### src/rtl/uart_pkg.sv
// ---------------------------------------------------------------------------
// uart_pkg
// Shared types and constants for the UART slice (TX feeder, RX consumer).
//   tx_feed_state_t : drain FSM states of uart_tx_feeder
//   UART_DATA_W     : byte width expected by uart_top
//   ptr_inc         : modulo-2^N pointer increment helper
// ---------------------------------------------------------------------------
package uart_pkg;

    typedef enum logic [1:0] {
        IDLE      = 2'd0,
        LAUNCH    = 2'd1,
        WAIT_DONE = 2'd2
    } tx_feed_state_t;

    localparam int UART_DATA_W = 8;

    // Pointers are exactly $clog2(DEPTH) bits wide with DEPTH a power of two,
    // so a plain increment wraps modulo DEPTH.
    function automatic logic [31:0] ptr_inc(input logic [31:0] ptr, input int width);
        logic [31:0] mask;
        mask = (32'd1 << width) - 32'd1;
        return (ptr + 32'd1) & mask;
    endfunction

endpackage

### src/rtl/uart_sync2.sv
// ---------------------------------------------------------------------------
// uart_sync2
// Generic two-flop level synchroniser, one independent chain per bit.
// Both stages clear to 0 on reset. Shared by the TX feeder (busy) and the
// RX-side consumer.
// Ports:
//   clk  : destination clock
//   srst : synchronous active-high reset
//   d    : asynchronous input level(s)
//   q    : synchronised level(s), two clk cycles of latency
// ---------------------------------------------------------------------------
module uart_sync2 #(
    parameter int WIDTH = 1
) (
    input  logic             clk,
    input  logic             srst,
    input  logic [WIDTH-1:0] d,
    output logic [WIDTH-1:0] q
);

    genvar gi;
    generate
        for (gi = 0; gi < WIDTH; gi++) begin : g_bit
            logic meta_reg;
            logic sync_reg;

            always_ff @(posedge clk) begin
                if (srst) begin
                    meta_reg <= 1'b0;
                    sync_reg <= 1'b0;
                end else begin
                    meta_reg <= d[gi];
                    sync_reg <= meta_reg;
                end
            end

            assign q[gi] = sync_reg;
        end
    endgenerate

endmodule

### src/rtl/uart_tx_feeder.sv
// ---------------------------------------------------------------------------
// uart_tx_feeder
// Byte FIFO in front of uart_top. The host writes bursts into a circular
// buffer; a small FSM hands bytes one at a time to the transmitter, pacing
// on the transmitter's busy flag after it is synchronised into i_clk.
// Ports:
//   i_clk, i_rst  : system clock, synchronous active-high reset
//   i_wr_en       : host write strobe
//   i_wr_data     : host byte
//   o_full        : FIFO holds DEPTH bytes (registered)
//   o_empty       : FIFO holds 0 bytes (registered)
//   o_count       : occupancy
//   o_overflow    : one-cycle pulse, the cycle after a dropped write
//   i_tx_busy     : transmitter busy, asynchronous to i_clk
//   o_start_bit   : level-held start request to the transmitter
//   o_tx_data     : byte presented to the transmitter, changes only on pop
// ---------------------------------------------------------------------------
module uart_tx_feeder
    import uart_pkg::*;
#(
    parameter int DEPTH  = 16,
    parameter int DATA_W = UART_DATA_W
) (
    input  logic                       i_clk,
    input  logic                       i_rst,
    input  logic                       i_wr_en,
    input  logic [DATA_W-1:0]          i_wr_data,
    output logic                       o_full,
    output logic                       o_empty,
    output logic [$clog2(DEPTH):0]     o_count,
    output logic                       o_overflow,
    input  logic                       i_tx_busy,
    output logic                       o_start_bit,
    output logic [DATA_W-1:0]          o_tx_data
);

    localparam int PTR_W = $clog2(DEPTH);
    localparam int CNT_W = PTR_W + 1;

    // Storage is deliberately not reset; occupancy alone defines validity.
    logic [DATA_W-1:0] fifo_mem [DEPTH];

    logic [PTR_W-1:0]  wr_ptr_reg, wr_ptr_next;
    logic [PTR_W-1:0]  rd_ptr_reg, rd_ptr_next;
    logic [CNT_W-1:0]  count_reg, count_next;
    logic              full_reg;
    logic              empty_reg;
    logic              overflow_reg;
    logic [DATA_W-1:0] tx_data_reg;

    tx_feed_state_t    state_reg, state_next;

    logic              busy_s;
    logic              pop;
    logic              wr_accept;
    logic              start_bit;

    uart_sync2 #(
        .WIDTH (1)
    ) u_busy_sync (
        .clk  (i_clk),
        .srst (i_rst),
        .d    (i_tx_busy),
        .q    (busy_s)
    );

    // -----------------------------------------------------------------------
    // Drain FSM: state register
    // -----------------------------------------------------------------------
    always_ff @(posedge i_clk) begin
        if (i_rst) begin
            state_reg <= IDLE;
        end else begin
            state_reg <= state_next;
        end
    end

    // -----------------------------------------------------------------------
    // Drain FSM: next state and outputs. The pop decision uses only
    // registered state, so the write path never sees a combinational loop.
    // -----------------------------------------------------------------------
    always_comb begin
        state_next = state_reg;
        start_bit  = 1'b0;
        pop        = 1'b0;
        case (state_reg)
            IDLE: begin
                if (!empty_reg && !busy_s) begin
                    pop        = 1'b1;
                    state_next = LAUNCH;
                end
            end
            LAUNCH: begin
                // Held until the transmitter acknowledges via busy, so a
                // slow baud clock cannot miss the request.
                start_bit = 1'b1;
                if (busy_s) begin
                    state_next = WAIT_DONE;
                end
            end
            WAIT_DONE: begin
                if (!busy_s) begin
                    state_next = IDLE;
                end
            end
            default: begin
                state_next = IDLE;
            end
        endcase
    end

    // A full FIFO still accepts a write in the cycle a pop frees the head slot.
    assign wr_accept = i_wr_en && (!full_reg || pop);

    always_comb begin
        wr_ptr_next = wr_ptr_reg;
        rd_ptr_next = rd_ptr_reg;
        count_next  = count_reg;
        if (wr_accept) begin
            wr_ptr_next = PTR_W'(ptr_inc(32'(wr_ptr_reg), PTR_W));
        end
        if (pop) begin
            rd_ptr_next = PTR_W'(ptr_inc(32'(rd_ptr_reg), PTR_W));
        end
        case ({wr_accept, pop})
            2'b10:   count_next = count_reg + CNT_W'(1);
            2'b01:   count_next = count_reg - CNT_W'(1);
            default: count_next = count_reg;
        endcase
    end

    // -----------------------------------------------------------------------
    // FIFO bookkeeping; flags are registered from count_next.
    // -----------------------------------------------------------------------
    always_ff @(posedge i_clk) begin
        if (i_rst) begin
            wr_ptr_reg   <= '0;
            rd_ptr_reg   <= '0;
            count_reg    <= '0;
            full_reg     <= 1'b0;
            empty_reg    <= 1'b1;
            overflow_reg <= 1'b0;
            tx_data_reg  <= '0;
        end else begin
            wr_ptr_reg   <= wr_ptr_next;
            rd_ptr_reg   <= rd_ptr_next;
            count_reg    <= count_next;
            full_reg     <= (count_next == CNT_W'(DEPTH));
            empty_reg    <= (count_next == '0);
            overflow_reg <= i_wr_en && !wr_accept;
            if (pop) begin
                // When full with a simultaneous write, wr_ptr == rd_ptr;
                // the non-blocking read returns the old head as intended.
                tx_data_reg <= fifo_mem[rd_ptr_reg];
            end
        end
    end

    always_ff @(posedge i_clk) begin
        if (wr_accept) begin
            fifo_mem[wr_ptr_reg] <= i_wr_data;
        end
    end

    assign o_full      = full_reg;
    assign o_empty     = empty_reg;
    assign o_count     = count_reg;
    assign o_overflow  = overflow_reg;
    assign o_start_bit = start_bit;
    assign o_tx_data   = tx_data_reg;

endmodule

### config.mk
export PLATFORM = sky130hd
export DESIGN_NAME = uart_tx_feeder
export DESIGN_NICKNAME = d
export VERILOG_FILES = /design/src/rtl/uart_pkg.sv /design/src/rtl/uart_sync2.sv /design/src/rtl/uart_tx_feeder.sv
export SDC_FILE = /design/constraint.sdc
export NUM_CORES = 1
export LEC_CHECK = 0
export ABC_AREA = 0
export BUFFER_PORTS_ARGS = -buffer_cell sky130_fd_sc_hd__buf_2
export CORE_ASPECT_RATIO = 2
export CORE_MARGIN = 8
export CORE_UTILIZATION = 40
export CTS_CLUSTER_SIZE = 10
export DETAILED_ROUTE_END_ITERATION = 10
export PLACE_DENSITY_LB_ADDON = 0.15
export SLEW_MARGIN = 20
export SYNTH_ARGS = -nofsm -noshare
export SYNTH_HDL_FRONTEND = slang
export SYNTH_SLANG_ARGS = --single-unit
### constraint.sdc
create_clock -name i_clk -period 3 [get_ports i_clk]
set_input_delay 0.6 -clock i_clk [delete_from_list [all_inputs] [get_ports i_clk]]
set_output_delay 0.6 -clock i_clk [all_outputs]
set_load 0.01 [all_outputs]
# Word-level counts from Yosys, hierarchy flattened
# Memories as Yosys holds them, arrays and structs flattened. A register that Yosys moved wholly into a read port is not among the register bits.
# Cells that the tools add are included.
# totals
memories	1
input_bits	12
latchBits	0
mem_bits_rw	128
reg_bits	20
output_inout_bits	17
rom_bits	0
wordCells	43
# op_classes
bitwise	0
shifts	0
div	0
multipliers	0
add_sub_neg	4
mux	10
magnitude_cmp	0
n_eq_ne	8
n_reduce_logical	11
# mem_list
name	words	width	rd	rd_ports_with_merged_regs	write_ports	line	source
fifo_mem	16	8	1	1	1	uart_tx_feeder.sv:41	logic [DATA_W-1:0] fifo_mem [DEPTH];
# op_table
cell	n
$pmux 5 s2	1
$add 4x1->4 const B	2
$mux 2	3
$pmux 2 s3	1
$add 5x1->5 const B	1
$eq 5x5->1 const B	1
$logic_not 5->1	1
$mux 1	5
$sub 5x1->5 const B	1
$eq 2x1->1 const B	2
$eq 2x2->1 const B	2
$logic_not 1->1	4
$ne 2x2->1 const B	2
$logic_and 1x1->1	3
$reduce_and 3->1	1
$logic_not 2->1	1
$ne 2x1->1 const B	1
$logic_or 1x1->1	1

# Logic depth before layout (Yosys ltp)
# logic_depth
depth_word	9
depth_mapped	11
depth_no_buf	11

# Hierarchy
# A second synthesis with hierarchy kept.
# hier_totals
cells_unflattened	361
hier_area_um2	6447.4
# by_module_without_submodules
module	area_per_inst_um2	seq_area_each_um2	cells_each	n_inst
uart_tx_feeder	6394.9	4364.2	357	1
uart_sync2	52.6	40.0	4	1

# Worst setup path before layout
# Ideal clock, no wire load.
# synth_timing
kind	reg2reg
start	register state_reg[1]
end	register full_reg, in the netlist o_full
required_ns	2.909
stages_incl_launch_ff	12
t_arrival_ns	2.753
setup_slack_ns	0.156
n_path_buf	0
setup_ns	0.091
period_less_slack_ns	2.844
cell_sequence	dfxtp_1 or4_4 a21boi_4 inv_1 ha_1 xor2_1 ha_1 mux2_2 o21ai_0 nand3_1 xor2_1 nor4bb_1
# synth_via
elab_chain_len	7
elab_cells_between_ends	8
cone_classes	3 x eq/ne; 2 x mux; 3 x reduce/logical
# synth_lines
item	line	source
from (decl)	uart_tx_feeder.sv:51	tx_feed_state_t state_reg, state_next;
from (signal assigned)	uart_tx_feeder.sv:74	state_reg <= state_next;
$logic_not 2->1 *	uart_tx_feeder.sv:86	case (state_reg)
$mux 1 *	uart_tx_feeder.sv:86	
$logic_or 1x1->1	uart_tx_feeder.sv:113	assign wr_accept = i_wr_en && (!full_reg || pop);
$logic_and 1x1->1	uart_tx_feeder.sv:113	
$eq 2x1->1 / $eq 2x2->1 (equally long branches)	uart_tx_feeder.sv:125	case ({wr_accept, pop})
$pmux 5 s2 *	uart_tx_feeder.sv:125	
$eq 5x5->1 *	uart_tx_feeder.sv:148	full_reg <= (count_next == CNT_W'(DEPTH));
to (signal assigned)	uart_tx_feeder.sv:148	
to (decl)	uart_tx_feeder.sv:46	logic full_reg;
# Mark *: on every way between the ends. The rest lies on a longest branch, timed or not.
# A chain may end at the register's enable or synchronous reset.

# Worst setup path after layout
# layout_timing
start	register state_reg[0]
end	register full_reg, in the netlist o_full
# Same word-level chain as after synthesis.

==> impl_metrics.yaml <==
power_and_ir_drop:
  pwr-share-comb_pct: 20.6
  ir_drop_mv: 0.441
  finalPower_mw: 5.86
  p_per_area_nw_per_um2: 807
  p_seq_share_pct: 43.8
  switchingPower_mw: 1.56
  power.share.clock_pct: 35.6
  leakage_nw: 2.46
  swShare_pct: 26.6
  internal_power_mw: 4.30
placement:
  dp_cells: 584
  io_buffers: 28
  post-dp-hpwl_um: 8420
  place_area_um2: 6600
  place.gp.congestion: 0.825
  dp_slack_ps: 101
grt:
  track_usage_pct: 14.2
  grt_pass1_vias: 3445
  antenna_found_initial: 0
  overflow: 0
  grt_pass1_wl_um: 19900
  grt_max_degree: 36
yosys:
  synth_common_cells: "edfxtp_1 (128), nor2_1 (34), mux4_2 (32), dfxtp_1 (28), a21oi_1 (22)"
  synth_most_common_cell: "edfxtp_1"
  synth_top_area_cell: "edfxtp_1"
  synth_area_leaders: "edfxtp_1 (63%), mux4_2 (12%), dfxtp_1 (9.2%)"
  synth-compound-area-share_pct: 5.15
  netlist-cell-type-count: 42
  synth_top_family_by_area: "multiplexers"
  synth_fa_ha_area_share_pct: 1.64
  synth-simple-area-share_pct: 5.60
  async_flop_share_pct: 0
  postSynthAreaPerCell_um2: 17.3
  synth_top_cell_area_share_pct: 62.8
  synth_edf_count: 128
  ys_warn_count: 0
  ys_seq_area_share_pct: 72.0
  syn-cell-area_um2: 6120
  synth_xor_area_share_pct: 1.57
  synth_cells: 354
  synth.net_count: 374
  ys_ff_latch: 156
  synth_ff_type: "edfxtp_1"
  synthMuxAreaShare_pct: 12.3
critical_path:
  cp.required_ps: 3330
  slowest_stage: "or4_4"
  path_buf_inv: 1
  critPathKind: "flop to flop"
  path_cells: "or4_4 -> a21boi_4 -> inv_1 -> ha_1 -> xor2_1 -> ha_2 -> mux2_2 -> o21ai_2 -> nand3_2 -> xor2_2 -> nor4bb_2"
  cpPeakStageDelay_ps: 550
  cp-end-kind: "flop"
  crit_arrival_ps: 3190
  crit_fanout: 3
  critPathTopFamily: "simple AND/OR/NAND/NOR gates"
  startpoint_type: "flop"
clocking:
  numClockSinks: 156
  clock_path_buffers: 2
  path_clk_slew_ps: 60
  insertion_delay_ps: 410
  numCtsBuffers: 17
  cts-root-buf: "clkbuf_16"
  htreeDepth: 4
  cts_tree: "yes"
routing:
  drt-wirelength-per-cell_um: 20.5
  ant_nets: 0
  viasPerCell: 5.26
  drt_iter0_drc: 147
  firstDrtPassIters: 4
  route.vias.total: 3253
  wirelength_um: 12700
  drt_drc_violations_left: 0
die:
  die-area_um2: 19700
  initial_core_util_pct: 40.4
  core_area_um2: 15100
  num_io_pins: 29
  die_w_um: 103
  die-height_um: 191
  row_count: 64
cells_and_area:
  largest-register: "fifo_mem"
  post_route_cells_drive_above_1_share_pct: 31.1
  final_area_um2: 7260
  final_util_pct: 47.9
  largest_reg_flops: 128
  area_growth_pct: 18.6
  final_nets: 428
  n_fill_cell: 1300
  final_cells: 619
  antennaDiodeCount: 0
job:
  maxCapViolCount: 0
timing:
  tightest_slew_ps: 723
  finalHoldViolCount: 0
  drv_slew: 0
  clock_skew_ps: 6.51
  maxSlewHeadroom_pct: 51.7
  finalSetupViolCount: 0
  min_period_ps: 2870
  hold_slack_ps: 392
  max_freq_mhz: 349
  setup_ws_ps: 132
  setup_tns_ps: 0
  finalCritPeriodShare_pct: 95.6
status:
  status: "finished, final reports clean"
min_path:
  hp-class: "input port to flop"
==> cell type report <==
cell class	count	area (µm²)	area share, %
tap	198	248	3.41
sequential	156	4410	60.7
clock buffer	19	443	6.10
inverter	7	26.3	0.362
multi-input combinational	173	1650	22.7
clock inverter	13	140	1.93
timing repair buffer	53	344	4.74
==> routing by layer <==
| metal | wire [µm] | track usage [%] |
|---|---|---|
| met1 | 5070 | 17.2 |
| met2 | 6820 | 23.1 |
| met3 | 504 | 2.71 |
| met4 | 295 | 7.07 |
| met5 | 0 | 0 |
==> cell usage in the layout (no fill, tap or decap), drive strengths merged <==
master    instances
and3b             1
and4b             1
o21ai             2
nor4bb            1
ha                8
clkinv            5
a211oi            1
nor2             34
a2111oi           1
nor2b             6
dfxtp            28
nand4             2
o221ai            1
a21boi            2
mux2              1
mux2i             2
xnor2             5
a22oi            16
clkbuf           19
xor2              6
inv              11
bufinv            2
nand3             1
buf              53
nor3              5
a31o              1
nand2b            3
a211o             1
or3               1
nor4b             1
o22ai             1
or4               1
nor3b             1
edfxtp          128
clkinvlp          2
mux4             32
nand2            12
and2              1
a21oi            22
==> logic make-up (layout without fill, tap and decap cells) <==
family | after synthesis | count (layout)
AO/OA/AOI/OAI | 48 | 48
AND/OR/NAND/NOR | 71 | 71
multiplexers | 35 | 35
XOR/XNOR | 11 | 11
buffers and inverters | 25 | 92
flip-flops | 156 | 156
adder cells (fa/ha/maj) | 8 | 8
==> path summary, 6_finish.rpt <==
kind	start	endpoint	slack (ps)	cells after the start
min reg2reg	u_busy_sync.q	state_reg[0]	470	1
max	state_reg[0]	o_full	130	11
max reg2reg	state_reg[0]	o_full	130	11
min	i_tx_busy	u_busy_sync.g_bit[0].meta_reg	390	2
==> what timing repair did <==
| item | 4_1_cts | 5_1_grt |
|---|---|---|
| resized for setup | 0 | 11 |
| hold buffers | 0 | 0 |
| hold endpoints to repair | 0 | 0 |
| endpoints found under the setup margin | 0 | 3 |
| buffers inserted | 0 | 3 |
==> power by group through the flow <==
stage	combinational, mW	sequential, mW	clock, mW
after floorplan	0.790	2.60	0
after global placement	1.11	2.59	0
after detailed placement	1.14	2.60	0
after CTS	1.15	2.56	2.14
after global routing	1.32	2.58	2.22
final	1.21	2.56	2.09
Note: power is estimated with default switching activity, not from simulation.
